**src/rtl/command_sequencer.sv**
```systemverilog
// Command sequencer: replays a small program of 12-bit command words to a controller.
// Each slot is issued with a one-cycle syscall strobe, allowed SETTLE_CYCLES to settle,
// then the controller result y is checked. CAS commands (opcode 3'b111) that report
// failure in y[0] are reissued up to MAX_RETRY times before cas_fail is raised.
//
// Ports:
//   clk, rst_n         clock, asynchronous active-low reset
//   load_en_i          program-slot write strobe (honoured only when idle)
//   load_addr_i        slot to write
//   load_data_i        command word {opcode, addr1, addr2, addr3}
//   prog_len_i         number of slots to run from slot 0 (clamped to DEPTH)
//   start_i            begin execution (honoured only when idle)
//   y_i                controller result; bit 0 is the CAS success flag
//   command_o          command presented to the controller
//   syscall_o          one-cycle issue strobe
//   busy_o             high whenever not idle
//   done_o             one-cycle program-complete pulse
//   cas_fail_o         sticky: a CAS ran out of retries
//   pc_o               slot currently executing
module command_sequencer #(
  parameter int unsigned DEPTH         = 16,
  parameter int unsigned SETTLE_CYCLES = 2,
  parameter int unsigned MAX_RETRY     = 3,
  localparam int unsigned AW           = (DEPTH > 1) ? $clog2(DEPTH) : 1
) (
  input  logic          clk,
  input  logic          rst_n,
  input  logic          load_en_i,
  input  logic [AW-1:0] load_addr_i,
  input  logic [11:0]   load_data_i,
  input  logic [AW:0]   prog_len_i,
  input  logic          start_i,
  input  logic [31:0]   y_i,
  output logic [11:0]   command_o,
  output logic          syscall_o,
  output logic          busy_o,
  output logic          done_o,
  output logic          cas_fail_o,
  output logic [AW-1:0] pc_o
);

  localparam int unsigned RW        = (MAX_RETRY > 0) ? $clog2(MAX_RETRY + 1) : 1;
  localparam logic [RW-1:0] MaxRetry = RW'(MAX_RETRY);
  localparam logic [3:0]  SettleLast = 4'(SETTLE_CYCLES - 1);
  localparam logic [AW:0] DepthLen   = (AW+1)'(DEPTH);
  localparam logic [2:0]  CasOp      = 3'b111;

  typedef enum logic [2:0] {StIdle, StIssue, StWait, StCheck, StDone} state_e;

  state_e          state_q, state_d;
  logic [AW-1:0]   pc_q, pc_d;
  logic [AW-1:0]   last_q, last_d;
  logic [RW-1:0]   retry_q, retry_d;
  logic [3:0]      settle_q, settle_d;
  logic            cas_fail_q, cas_fail_d;
  logic [11:0]     command_q, command_d;

  // Program store has no reset so its contents survive rst_n.
  logic [11:0]     slot_q [DEPTH];

  logic            unused_y;
  assign unused_y = ^y_i[31:1];

  always_ff @(posedge clk) begin
    if (state_q == StIdle && load_en_i) begin
      slot_q[load_addr_i] <= load_data_i;
    end
  end

  always_comb begin
    state_d    = state_q;
    pc_d       = pc_q;
    last_d     = last_q;
    retry_d    = retry_q;
    settle_d   = settle_q;
    cas_fail_d = cas_fail_q;
    command_d  = command_q;
    unique case (state_q)
      StIdle: begin
        if (start_i) begin
          pc_d       = '0;
          retry_d    = '0;
          cas_fail_d = 1'b0;
          if (prog_len_i == '0) begin
            state_d = StDone;
          end else begin
            last_d    = (prog_len_i > DepthLen) ? AW'(DEPTH - 1) : AW'(prog_len_i - 1'b1);
            command_d = slot_q[0];
            state_d   = StIssue;
          end
        end
      end
      StIssue: begin
        settle_d = '0;
        state_d  = StWait;
      end
      StWait: begin
        if (settle_q == SettleLast) begin
          state_d = StCheck;
        end else begin
          settle_d = settle_q + 4'd1;
        end
      end
      StCheck: begin
        if (command_q[11:9] == CasOp && !y_i[0] && retry_q < MaxRetry) begin
          retry_d = retry_q + 1'b1;
          state_d = StIssue;
        end else begin
          if (command_q[11:9] == CasOp && !y_i[0]) begin
            cas_fail_d = 1'b1;
          end
          retry_d = '0;
          if (pc_q == last_q) begin
            state_d = StDone;
          end else begin
            pc_d      = pc_q + 1'b1;
            command_d = slot_q[pc_d];
            state_d   = StIssue;
          end
        end
      end
      StDone: begin
        state_d = StIdle;
      end
      default: begin
        state_d = StIdle;
      end
    endcase
  end

  always_ff @(posedge clk or negedge rst_n) begin
    if (!rst_n) begin
      state_q    <= StIdle;
      pc_q       <= '0;
      last_q     <= '0;
      retry_q    <= '0;
      settle_q   <= '0;
      cas_fail_q <= 1'b0;
      command_q  <= '0;
    end else begin
      state_q    <= state_d;
      pc_q       <= pc_d;
      last_q     <= last_d;
      retry_q    <= retry_d;
      settle_q   <= settle_d;
      cas_fail_q <= cas_fail_d;
      command_q  <= command_d;
    end
  end

  assign command_o  = command_q;
  assign syscall_o  = (state_q == StIssue);
  assign busy_o     = (state_q != StIdle);
  assign done_o     = (state_q == StDone);
  assign cas_fail_o = cas_fail_q;
  assign pc_o       = pc_q;

endmodule

```
**config.mk**
```make
export PLATFORM = sky130hd
export DESIGN_NAME = command_sequencer
export DESIGN_NICKNAME = d
export VERILOG_FILES = /design/src/rtl/command_sequencer.sv
export SDC_FILE = /design/constraint.sdc
export NUM_CORES = 1
export LEC_CHECK = 0
export ABC_AREA = 1
export BUFFER_PORTS_ARGS = -buffer_cell sky130_fd_sc_hd__buf_4
export CAP_MARGIN = 10
export CELL_PAD_IN_SITES_DETAIL_PLACEMENT = 1
export CELL_PAD_IN_SITES_GLOBAL_PLACEMENT = 1
export CORE_MARGIN = 4
export CORE_UTILIZATION = 51
export DETAILED_ROUTE_END_ITERATION = 6
export PLACE_DENSITY_LB_ADDON = 0.1
export SLEW_MARGIN = 20
export SYNTH_ARGS = -nofsm -noshare
export SYNTH_HDL_FRONTEND = slang
export SYNTH_SLANG_ARGS = --single-unit
export TNS_END_PERCENT = 5
```
**constraint.sdc**
```tcl
create_clock -name clk -period 3.6 [get_ports clk]
set_input_delay 0.18 -clock clk [delete_from_list [all_inputs] [get_ports clk]]
set_output_delay 0.18 -clock clk [all_outputs]
set_load 0.005 [all_outputs]
```
==> impl_metrics.yaml, run 1 <==
timing:
  finalCriticalPeriod_ns: 2.490
  fin_crit_sh: 0.6917
  slew_violations: 0
  slew_headroom: 0.4430
  final.setup.tns_ns: 0
  final.setup_skew_ns: 0.007673
  max_freq_mhz: 401.6
  setup_viol: 0
  hold_violations: 0
  rsz0062_at_grt: "no"
  tightest_slew_ns: 0.8327
route:
  antenna_left: 0
  drtIter0Drc: 539
  drcViolationCount: 0
  post_drt_wl_per_cell_um: 20.08
  first_pass_iters: 5
  routed_via_density: 5.398
  wirelength_um: 26770
  dr_total_vias: 7196
yosys:
  netlist_instances: 985
  ys_seq_area_frac: 0.6616
  synth_cell_types: 26
  syn_area_um2: 9849
  synth_area_per_cell_um2: 9.999
  syn_nets: 1048
  yosys_warnings: 0
  synth_seq_cells: 222
placed_design:
  hpwl_um: 16010
  gp_congestion: 0.7677
  numPortBuffers: 45
finish:
  layout_commonest_cell: "nand2_1"
  nets: 1118
  multiInputGateArea_um2: 2613
  num_antenna_cells: 0
  final_cell_mix: "nand2_1 (322), edfxtp_1 (192), nand3_1 (158)"
  layout-drive-gt1-share: 0.1109
  area_growth_pct: 16.40
  final_core_util: 0.6088
  fillers: 2068
  seqCellArea_um2: 6520
global_routing:
  antenna_found_initial: 1
  first_global_vias: 7644
  grt_max_degree: 72
  grt_pass1_wl_um: 42200
  grt_usage: 0.2523
  grt_remaining_overflow: 0
clock_tree:
  clkSinkCount: 222
  cts_resized: 0
  cts_made_buffers: 24
  htreeDepth: 1
  cts-root-buf: "clkbuf_16"
  cts_max_path_buffers: 3
  clk_latency_ns: 0.52
  path_clk_slew_ns: 0.06
  cts_tree: "built"
pwr:
  p_comb_frac: 0.346
  pwr-share-seq: 0.369
  vdd_drop_max_v: 0.0004175
  clkPwrFrac: 0.285
  p_int_uw: 5382
  p_leak_uw: 0.004946
  switchingPower_uw: 3064
  power.density_nw_per_um2: 736.7
  sw_frac_of_total: 0.3628
setup_path:
  critPathSlowestCell: "ha_2"
  cp.depth: 9
  end_kind: "flip-flop"
  worstPathArrival_ns: 2.89
  required_ns: 4.00
  crit_start: "pc_o[1]"
  cp_max_fo: 38
  critical_path_class: "flip-flop to flip-flop"
  path_cells: "ha_2, inv_1, buf_4, nand3_1, nand3_1, nand3_1, nand3_1, nand2_1, nand2_1"
  endpoint: "command_o[10]"
  slowest_delay_ns: 0.77
  crit_buf_inv: 2
  cp_top_family: "adder cells"
  r2r-end: "command_o[10]"
  worst_setup_path_start_kind: "flip-flop"
  rr_worst_depth: 9
  cp_common_cell: "nand3_1"
  reg2reg_from: "pc_o[1]"
  regToRegSetupSlack_ns: 1.11
floorplan:
  num_rows: 50
  core_um2: 18830
  dieWidth_um: 147.0
  start_util: 0.5231
  die_area_um2: 21600
  io_pins: 77
  die_h_um: 147.0
hold_path:
  min_path_type: "input pin to flip-flop"
status:
  status: "finished clean"
job:
  cap_violations: 0
[cell usage after synthesis]
master    count  area share
xnor2_2       2      0.0033
a31oi_1       1     0.00064
dfrtp_1      30       0.076
nand4_1       2      0.0013
nor3_1        2      0.0010
clkbuf_1     12      0.0046
buf_2        26       0.013
nand2_1     322        0.12
ha_1          6      0.0076
buf_4         7      0.0053
a21oi_1       6      0.0030
edfxtp_1    192        0.59
a22oi_1       1     0.00076
nand3_1     158       0.080
xnor2_1       1     0.00089
inv_1       130       0.050
nand3_2       3      0.0030
nor2_1       50       0.019
nand2_2       2      0.0013
inv_2         2     0.00076
o21ai_1       8      0.0041
xor2_1        6      0.0053
nor3_4        1      0.0017
o22ai_1       2      0.0013
xor2_2        1      0.0017
o21ai_0      12      0.0061
[routing by layer]
metal  global-route usage  part of all wire
met5                    0           0.00075
met2               0.4390              0.51
met1               0.3253              0.41
met4              0.07875             0.024
met3              0.04380             0.061
[final cells by class]
class	count	area share
sequential	222	0.5687
multi-input combinational	586	0.2279
timing repair buffer	89	0.06417
clock buffer	33	0.05893
inverter	132	0.04322
tap	260	0.02838
clock inverter	11	0.008731
[worst register-to-register path, stage by stage (launching register included)]
cell and delay, ns:
dfrtp_1 0.47, ha_2 0.77, inv_1 0.10, buf_4 0.31
nand3_1 0.18, nand3_1 0.11, nand3_1 0.21, nand3_1 0.11
nand2_1 0.07, nand2_1 0.05
[power groups by stage]
stage               clock [µW]  combinational (µW)  sequential [µW]
floorplan                    0                1960             3120
global placement             0                2770             3160
detailed placement           0                2880             3170
CTS                       2460                2950             3120
global route              2590                3270             3140
finish                    2410                2920             3120
[timing repair]
| action | in CTS | in global routing |
|---|---|---|
| setup buffers | 0 | 0 |
| endpoints found under the setup margin | 0 | 0 |
| hold endpoints to repair | 200 | 0 |
| hold buffers | 17 | 0 |
[state kept, by name (all words and copies together), names as in the netlist]
| name | cells |
|---|---|
| cas_fail_o | 1 |
| command_o | 12 |
| last_q | 4 |
| pc_o | 4 |
| retry_q | 2 |
| settle_q | 4 |
| slot_q | 192 |
| state_q | 3 |
[metrics by stage]
step	setup WS, ns	hold slack, ns	power (µW)	instance area (µm²)	cells
global route	0.9025	0.03028	8997	11460	1333
detailed placement	1.116	0.1435	6052	10520	1272
floorplan	1.592	-0.1156	5075	9849	985
finish	1.110	0.02773	8446	11460	1333
CTS	1.107	0.01229	8526	11460	1333
global placement	1.176	0.1385	5936	10520	1272
[kinds of logic after synthesis]
kind of cell / Yosys count / share of synthesized area
compound gates: 30 / 0.01588
xor+xnor: 10 / 0.01118
fa+ha+maj: 6 / 0.007622
buf+inv: 177 / 0.07342
flops: 222 / 0.6616
simple gates: 540 / 0.2303
[worst min path at each step]
| stage | from | endpoint | slack (ns) | cells after the start |
|---|---|---|---|---|
| floorplan | rst_n | cas_fail_o | -0.12 | 0 |
| global placement | rst_n | pc_o[2] | 0.14 | 1 |
| CTS | prog_len_i[4] | last_q[2] | 0.01 | 3 |
| global route | prog_len_i[3] | last_q[3] | 0.03 | 3 |
| detailed placement | rst_n | pc_o[2] | 0.14 | 1 |
| finish | prog_len_i[4] | last_q[2] | 0.03 | 3 |
Power figures use the tool's default switching activity.
==> run 2: changes to the inputs <==
--- a/config.mk
+++ b/config.mk
@@ -5,13 +5,13 @@
 export SDC_FILE = /design/constraint.sdc
 export NUM_CORES = 1
 export LEC_CHECK = 0
-export ABC_AREA = 1
+export ABC_AREA = 0
 export BUFFER_PORTS_ARGS = -buffer_cell sky130_fd_sc_hd__buf_4
 export CAP_MARGIN = 10
 export CELL_PAD_IN_SITES_DETAIL_PLACEMENT = 1
 export CELL_PAD_IN_SITES_GLOBAL_PLACEMENT = 1
 export CORE_MARGIN = 4
-export CORE_UTILIZATION = 51
+export CORE_UTILIZATION = 44
 export DETAILED_ROUTE_END_ITERATION = 6
 export PLACE_DENSITY_LB_ADDON = 0.1
 export SLEW_MARGIN = 20
==> constraint.sdc (replaced) <==
create_clock -name clk -period 2.1 [get_ports clk]
set_input_delay 0.105 -clock clk [delete_from_list [all_inputs] [get_ports clk]]
set_output_delay 0.105 -clock clk [all_outputs]
set_load 0.005 [all_outputs]
==> run 2 against run 1 <==
Net effect:
- the run now ends with setup timing left
- global-route usage down 1.8 points
- flip-flop and latch count unchanged
- worst hold slack gained 0.045 ns
- design area rose by 1.9%
- power grew 94%
- non-clock buffer count increased by 41
- sequential share of layout area is 1.1 points lower
- combinational power rose by 130%
- synthesized area shrank 8.5%
- utilization decreased by 3.0 points
- die area up 5.7%
- register-to-register slack lost 1.2 ns
- critical endpoint is now command_o[9]
- largest cell class unchanged
==> impl_metrics.yaml, run 2 <==
yosys:
  synth_seq_cells: 222
  yosys_warnings: 0
  synth_top_cell_area_share: 0.6399
  netlist_instances: 695
  ys.flop_type: "edfxtp_1"
  synth_edf_count: 192
  yosysMostFrequentCell: "edfxtp_1"
  ys_seq_area_frac: 0.7232
  synth_area_per_cell_um2: 12.96
  syn_area_um2: 9010
  synth_area_leaders: "edfxtp_1 (64%), dfrtp_1 (8.3%), nand2_1 (7.1%), nand3_1 (4.3%), nor2_1 (1.5%)"
  yosysTopAreaCell: "edfxtp_1"
  ys_async_sr_fraction: 0.1351
  syn_nets: 758
  synth_common_cells: "edfxtp_1 (192), nand2_1 (171), nand3_1 (78)"
  synth_cell_types: 43
finish:
  layout_commonest_cell: "edfxtp_1"
  nets: 877
  largest_reg_flops: 192
  fillers: 1969
  regMostFlops: "slot_q"
  area_growth_pct: 29.61
  num_antenna_cells: 0
  final_cell_mix: "edfxtp_1 (192), nand2_1 (170), buf_4 (79)"
  design_area_um2: 11680
  layout-drive-gt1-share: 0.2253
setup_path:
  cp_max_fo: 10
  regToRegSetupSlack_ns: -0.05
  worstPathArrival_ns: 2.56
  worst_setup_path_start_kind: "flip-flop"
  slowest_delay_ns: 0.42
  critPathSlowestCell: "dfrtp_1"
  critical_path_class: "flip-flop to flip-flop"
  rr_worst_depth: 8
  end_kind: "flip-flop"
  crit_buf_inv: 2
  path_cells: "ha_4, xor2_4, buf_12, bufbuf_16, mux2i_1, a32oi_2, a31oi_2, o31ai_2"
  required_ns: 2.51
  r2r-end: "command_o[9]"
  reg2reg_from: "pc_o[1]"
  cp_top_family: "compound AO/OA/AOI/OAI gates"
status:
  violations: "setup timing"
  status: "complete, but fails checks"
route:
  routed_via_density: 5.683
  post_drt_wl_per_cell_um: 24.34
  routedLengthMet1_um: 11040
  dr_total_vias: 6251
  wl_met3_um: 1344
  highest_layer: "met4"
  wl_met2_um: 13780
  first_pass_iters: 5
  wirelength_um: 26770
  drcViolationCount: 0
  drtIter0Drc: 519
  antenna_left: 0
clock_tree:
  cts_tree: "built"
  cts-root-buf: "clkbuf_16"
  cts_max_path_buffers: 3
  cts_made_buffers: 24
  clk_latency_ns: 0.51
  htreeDepth: 1
  clkSinkCount: 222
  path_clk_slew_ns: 0.07
placed_design:
  postPlaceCellArea_um2: 10290
  gp_congestion: 0.7496
  hpwl_um: 15570
  numPortBuffers: 45
timing:
  holdWs_ns: 0.07289
  setup_viol: 3
  slew_violations: 0
  rsz0062_at_grt: "yes"
  final.setup_skew_ns: 0.01035
  slew_headroom: 0.5402
  fin_ws_ns: -0.04885
  tightest_slew_ns: 0.6880
  fin_crit_sh: 1.023
  finalCriticalPeriod_ns: 2.149
  hold_violations: 0
  max_freq_mhz: 465.4
floorplan:
  die_area_um2: 22830
  io_pins: 77
  die_h_um: 151.1
  start_util: 0.4467
  core_um2: 20170
  num_rows: 52
  dieWidth_um: 151.1
global_routing:
  grt_pass1_wl_um: 39660
  grt_remaining_overflow: 0
  grt_max_degree: 35
  first_global_vias: 6675
  antenna_found_initial: 0
  grt_usage: 0.2346
pwr:
  vdd_drop_max_v: 0.0006764
  p_leak_uw: 0.004152
  power.density_nw_per_um2: 1401
hold_path:
  whs_endpoint: "retry_q[0]"
  hp-start: "y_i[0]"
  min_path_type: "input pin to flip-flop"
  min_path_cells: 4
job:
  cap_violations: 0
==> run 2: cell type report <==
type                       instances  area (µm²)  share of cell area
clock inverter                    14       170.2             0.01457
inverter                          14       52.55            0.004500
clock buffer                      28       646.9             0.05540
tap                              270       337.8             0.02893
timing repair buffer             130        1435              0.1229
multi-input combinational        422        2517              0.2156
sequential                       222        6518              0.5581
==> run 2: routing by layer <==
metal  vias to the layer above  track usage
li1                       2790            -
met1                      3205       0.3055
met2                       218       0.4146
met3                        38      0.02932
met4                         0      0.06618
met5                         -            0
==> run 2: kinds of logic after synthesis <==
kind of cell,Yosys count,share of synthesized area
AOI/OAI and AO/OA,75,0.06041
adders and majority gates,6,0.008332
xor gates and xnor gates,12,0.01250
buffers and inverters,51,0.02236
DFF,222,0.7232
and+or+nand+nor,314,0.1510
muxes,15,0.02222
==> run 2: worst register-to-register path, cell delays in order, from the launching register on <==
cell and delay (ns):
dfrtp_1 0.42, ha_4 0.22, xor2_4 0.18, buf_12 0.15
bufbuf_16 0.28, mux2i_1 0.14, a32oi_2 0.22, a31oi_2 0.18
o31ai_2 0.28
==> run 2: metrics by stage <==
step | setup slack, ns | instances | power [µW] | util | TNS (ns)
3_3_place_gp | -0.007412 | 1027 | 10750 | 0.5102 | -0.007412
4_1_cts | 0.001490 | 1091 | 15760 | 0.5650 | 0
6_report | -0.04885 | 1100 | 16360 | 0.5790 | -0.05789
3_5_place_dp | -0.1129 | 1027 | 11010 | 0.5102 | -0.2863
2_1_floorplan | -0.2394 | 695 | 8373 | - | -12.35
5_1_grt | -0.08019 | 1100 | 17180 | 0.5790 | -0.3983
==> run 2: repair_timing <==
action | in CTS | in global routing
setup buffers | 0 | 7
endpoints found under the hold margin | 228 | 0
setup endpoints to repair | 10 | 14
resized for setup | 5 | 26
pin swaps | 1 | 13
hold buffers | 20 | 0
gates cloned | 2 | 2
==> run 2: how the worst max path moves through the flow <==
stage	startpoint	end	cells after the start
after detailed placement	pc_o[1]	command_o[7]	9
after floorplan	state_q[2]	slot_q[2][0]	4
after global routing	pc_o[1]	command_o[9]	8
final	pc_o[1]	command_o[9]	8
after global placement	pc_o[0]	command_o[5]	6
after CTS	pc_o[0]	command_o[5]	7
==> run 2: report_power, final <==
part	total, µW	internal (µW)	switching [µW]
Combinational	6620	2860	3760
Sequential	5380	5100	280
Clock	4360	2680	1680
==> run 3: changes to the inputs <==
--- a/config.mk
+++ b/config.mk
@@ -5,13 +5,13 @@
 export SDC_FILE = /design/constraint.sdc
 export NUM_CORES = 1
 export LEC_CHECK = 0
-export ABC_AREA = 0
+export ABC_AREA = 1
 export BUFFER_PORTS_ARGS = -buffer_cell sky130_fd_sc_hd__buf_4
 export CAP_MARGIN = 10
 export CELL_PAD_IN_SITES_DETAIL_PLACEMENT = 1
 export CELL_PAD_IN_SITES_GLOBAL_PLACEMENT = 1
 export CORE_MARGIN = 4
-export CORE_UTILIZATION = 44
+export CORE_UTILIZATION = 43
 export DETAILED_ROUTE_END_ITERATION = 6
 export PLACE_DENSITY_LB_ADDON = 0.1
 export SLEW_MARGIN = 20
==> run 3 against run 2 <==
Net effect:
- the flow now finishes without violations
- utilization shrank 4.5 points
- highest routed layer unchanged
- first-iteration DRC count is 2.1% lower
- flip-flop and latch count unchanged
- sequential share of layout area fell by 1.7 points
- worst hold slack worse by 0.038 ns
- via count up 13%
- power down 5.6%
- count of clock-buffer cells in the layout increased by 3
- design area increased by 3.3%
==> impl_metrics.yaml, run 3 (synthesized netlist as in run 1, its figures left out) <==
setup_path:
  path_cells: "inv_2, nand2_1, nor2_1, buf_4, nand3_1, nor2_1, buf_12"
  cp_common_cell: "nor2_1"
  end_kind: "flip-flop"
  cp_max_fo: 12
  worstPathArrival_ns: 2.17
  critical_path_class: "flip-flop to flip-flop"
  worst_setup_path_start_kind: "flip-flop"
  slowest_delay_ns: 0.42
  critPathSlowestCell: "dfrtp_1"
  required_ns: 2.33
finish:
  layout_commonest_cell: "nand2_1"
  final_cell_mix: "nand2_1 (322), edfxtp_1 (192), nand3_1 (158)"
  num_antenna_cells: 0
  nets: 1150
  design_area_um2: 12060
  largest_reg_flops: 192
  layout-drive-gt1-share: 0.1355
  fillers: 2466
  multiInputGateArea_um2: 2638
  area_growth_pct: 22.43
  regMostFlops: "slot_q"
  seqCellArea_um2: 6520
timing:
  final.setup_skew_ns: 0.005457
  max_freq_mhz: 517.5
  holdWs_ns: 0.03498
  finalCriticalPeriod_ns: 1.932
  setup_viol: 0
  fin_crit_sh: 0.9202
  hold_violations: 0
  final.setup.tns_ns: 0
  slew_headroom: 0.7289
  slew_violations: 0
  tightest_slew_ns: 0.4066
  fin_ws_ns: 0.1675
  rsz0062_at_grt: "no"
pwr:
  power.density_nw_per_um2: 1280
  pwr-share-seq: 0.345
  vdd_drop_max_v: 0.0007849
  p_leak_uw: 0.005210
  p_comb_frac: 0.350
  sw_frac_of_total: 0.3483
  switchingPower_uw: 5378
  clkPwrFrac: 0.305
  p_int_uw: 10060
placed_design:
  pre_cts_ws_ns: 0.1277
  postPlaceCellArea_um2: 10910
  hpwl_um: 16090
  gp_congestion: 0.7741
  numPortBuffers: 45
clock_tree:
  cts-root-buf: "clkbuf_16"
  path_clk_slew_ns: 0.06
  clk_latency_ns: 0.53
  htreeDepth: 1
  cts_made_buffers: 26
  cts_max_path_buffers: 3
  cts_tree: "built"
  clkSinkCount: 222
global_routing:
  first_global_vias: 7377
  grt_pass1_wl_um: 41000
  grt_usage: 0.2033
  antenna_found_initial: 0
  grt_remaining_overflow: 0
  grt_max_degree: 57
floorplan:
  die_area_um2: 25390
  die_h_um: 159.3
  dieWidth_um: 159.3
  io_pins: 77
  core_um2: 22570
  num_rows: 55
  start_util: 0.4364
status:
  status: "finished clean"
route:
  first_pass_iters: 5
  post_drt_wl_per_cell_um: 18.39
  antenna_left: 0
  drtIter0Drc: 508
  wirelength_um: 25590
  routed_via_density: 5.059
  dr_total_vias: 7042
  drcViolationCount: 0
job:
  cap_violations: 0
hold_path:
  min_path_type: "input pin to flip-flop"
## run 3: changes by cell type in the layout (fill, tap and decap cells not counted), moves of 9 or more
cell / previous run / this run
inv_1: 14 / 129
nand2_1: 170 / 322
nand3_1: 77 / 158
mux2i_1: 11 / 0
nor2_1: 36 / 49
a21oi_1: 15 / 6
buf_12: 26 / 16
## run 3: power groups by stage
stage / logic (µW) / clock network (µW) / registers [µW]
after floorplan: 3350 / 0 / 5350
after global placement: 5230 / 0 / 5400
after detailed placement: 5330 / 0 / 5410
after CTS: 5430 / 4820 / 5320
after global routing: 6090 / 5020 / 5360
final: 5400 / 4710 / 5330
## run 3: final timing paths
path	start	end	slack, ns	cells after the start
hold reg to reg	retry_q[0]	retry_q[0]	0.51	1
setup / recovery	state_q[1]	slot_q[7][0]	0.17	7
hold / removal	prog_len_i[1]	last_q[1]	0.03	4
setup reg to reg	state_q[1]	slot_q[7][0]	0.17	7
max in group asynchronous	rst_n	pc_o[0]	1.73	2
min in group asynchronous	rst_n	command_o[1]	0.05	2
## run 3: metal layers
metal | part of all wire | vias up | GRT usage
met5 | 0 | - | 0
li1 | - | 3413 | -
met2 | 0.48 | 122 | 0.3381
met1 | 0.46 | 3473 | 0.2812
met4 | 0.019 | 0 | 0.05680
met3 | 0.038 | 34 | 0.03029
## run 3: timing repair
item,in CTS,in global routing
resized for setup,0,7
hold buffers,22,0
hold endpoints to repair,228,0
setup endpoints to repair,0,26
setup buffers,0,1
## run 3: cell type report
cell class,instances,area share
inverter,132,0.04109
multi-input combinational,586,0.2187
clock inverter,17,0.01681
clock buffer,31,0.05727
tap,285,0.02957
timing repair buffer,119,0.09587
sequential,222,0.5407
## run 3: critical path: cells and delay by family (launching register included)
kind                   cells  cell delay, ns
buffers and inverters      3            0.52
AND/OR/NAND/NOR            4            0.70
flip-flops                 1            0.42
## run 3: metrics by stage
step           power (µW)  instances    util
2_1_floorplan        8700        985       -
3_3_place_gp        10630       1321  0.4831
3_5_place_dp        10740       1321  0.4831
4_1_cts             15570       1391  0.5325
5_1_grt             16480       1392  0.5343
6_report            15440       1392  0.5343
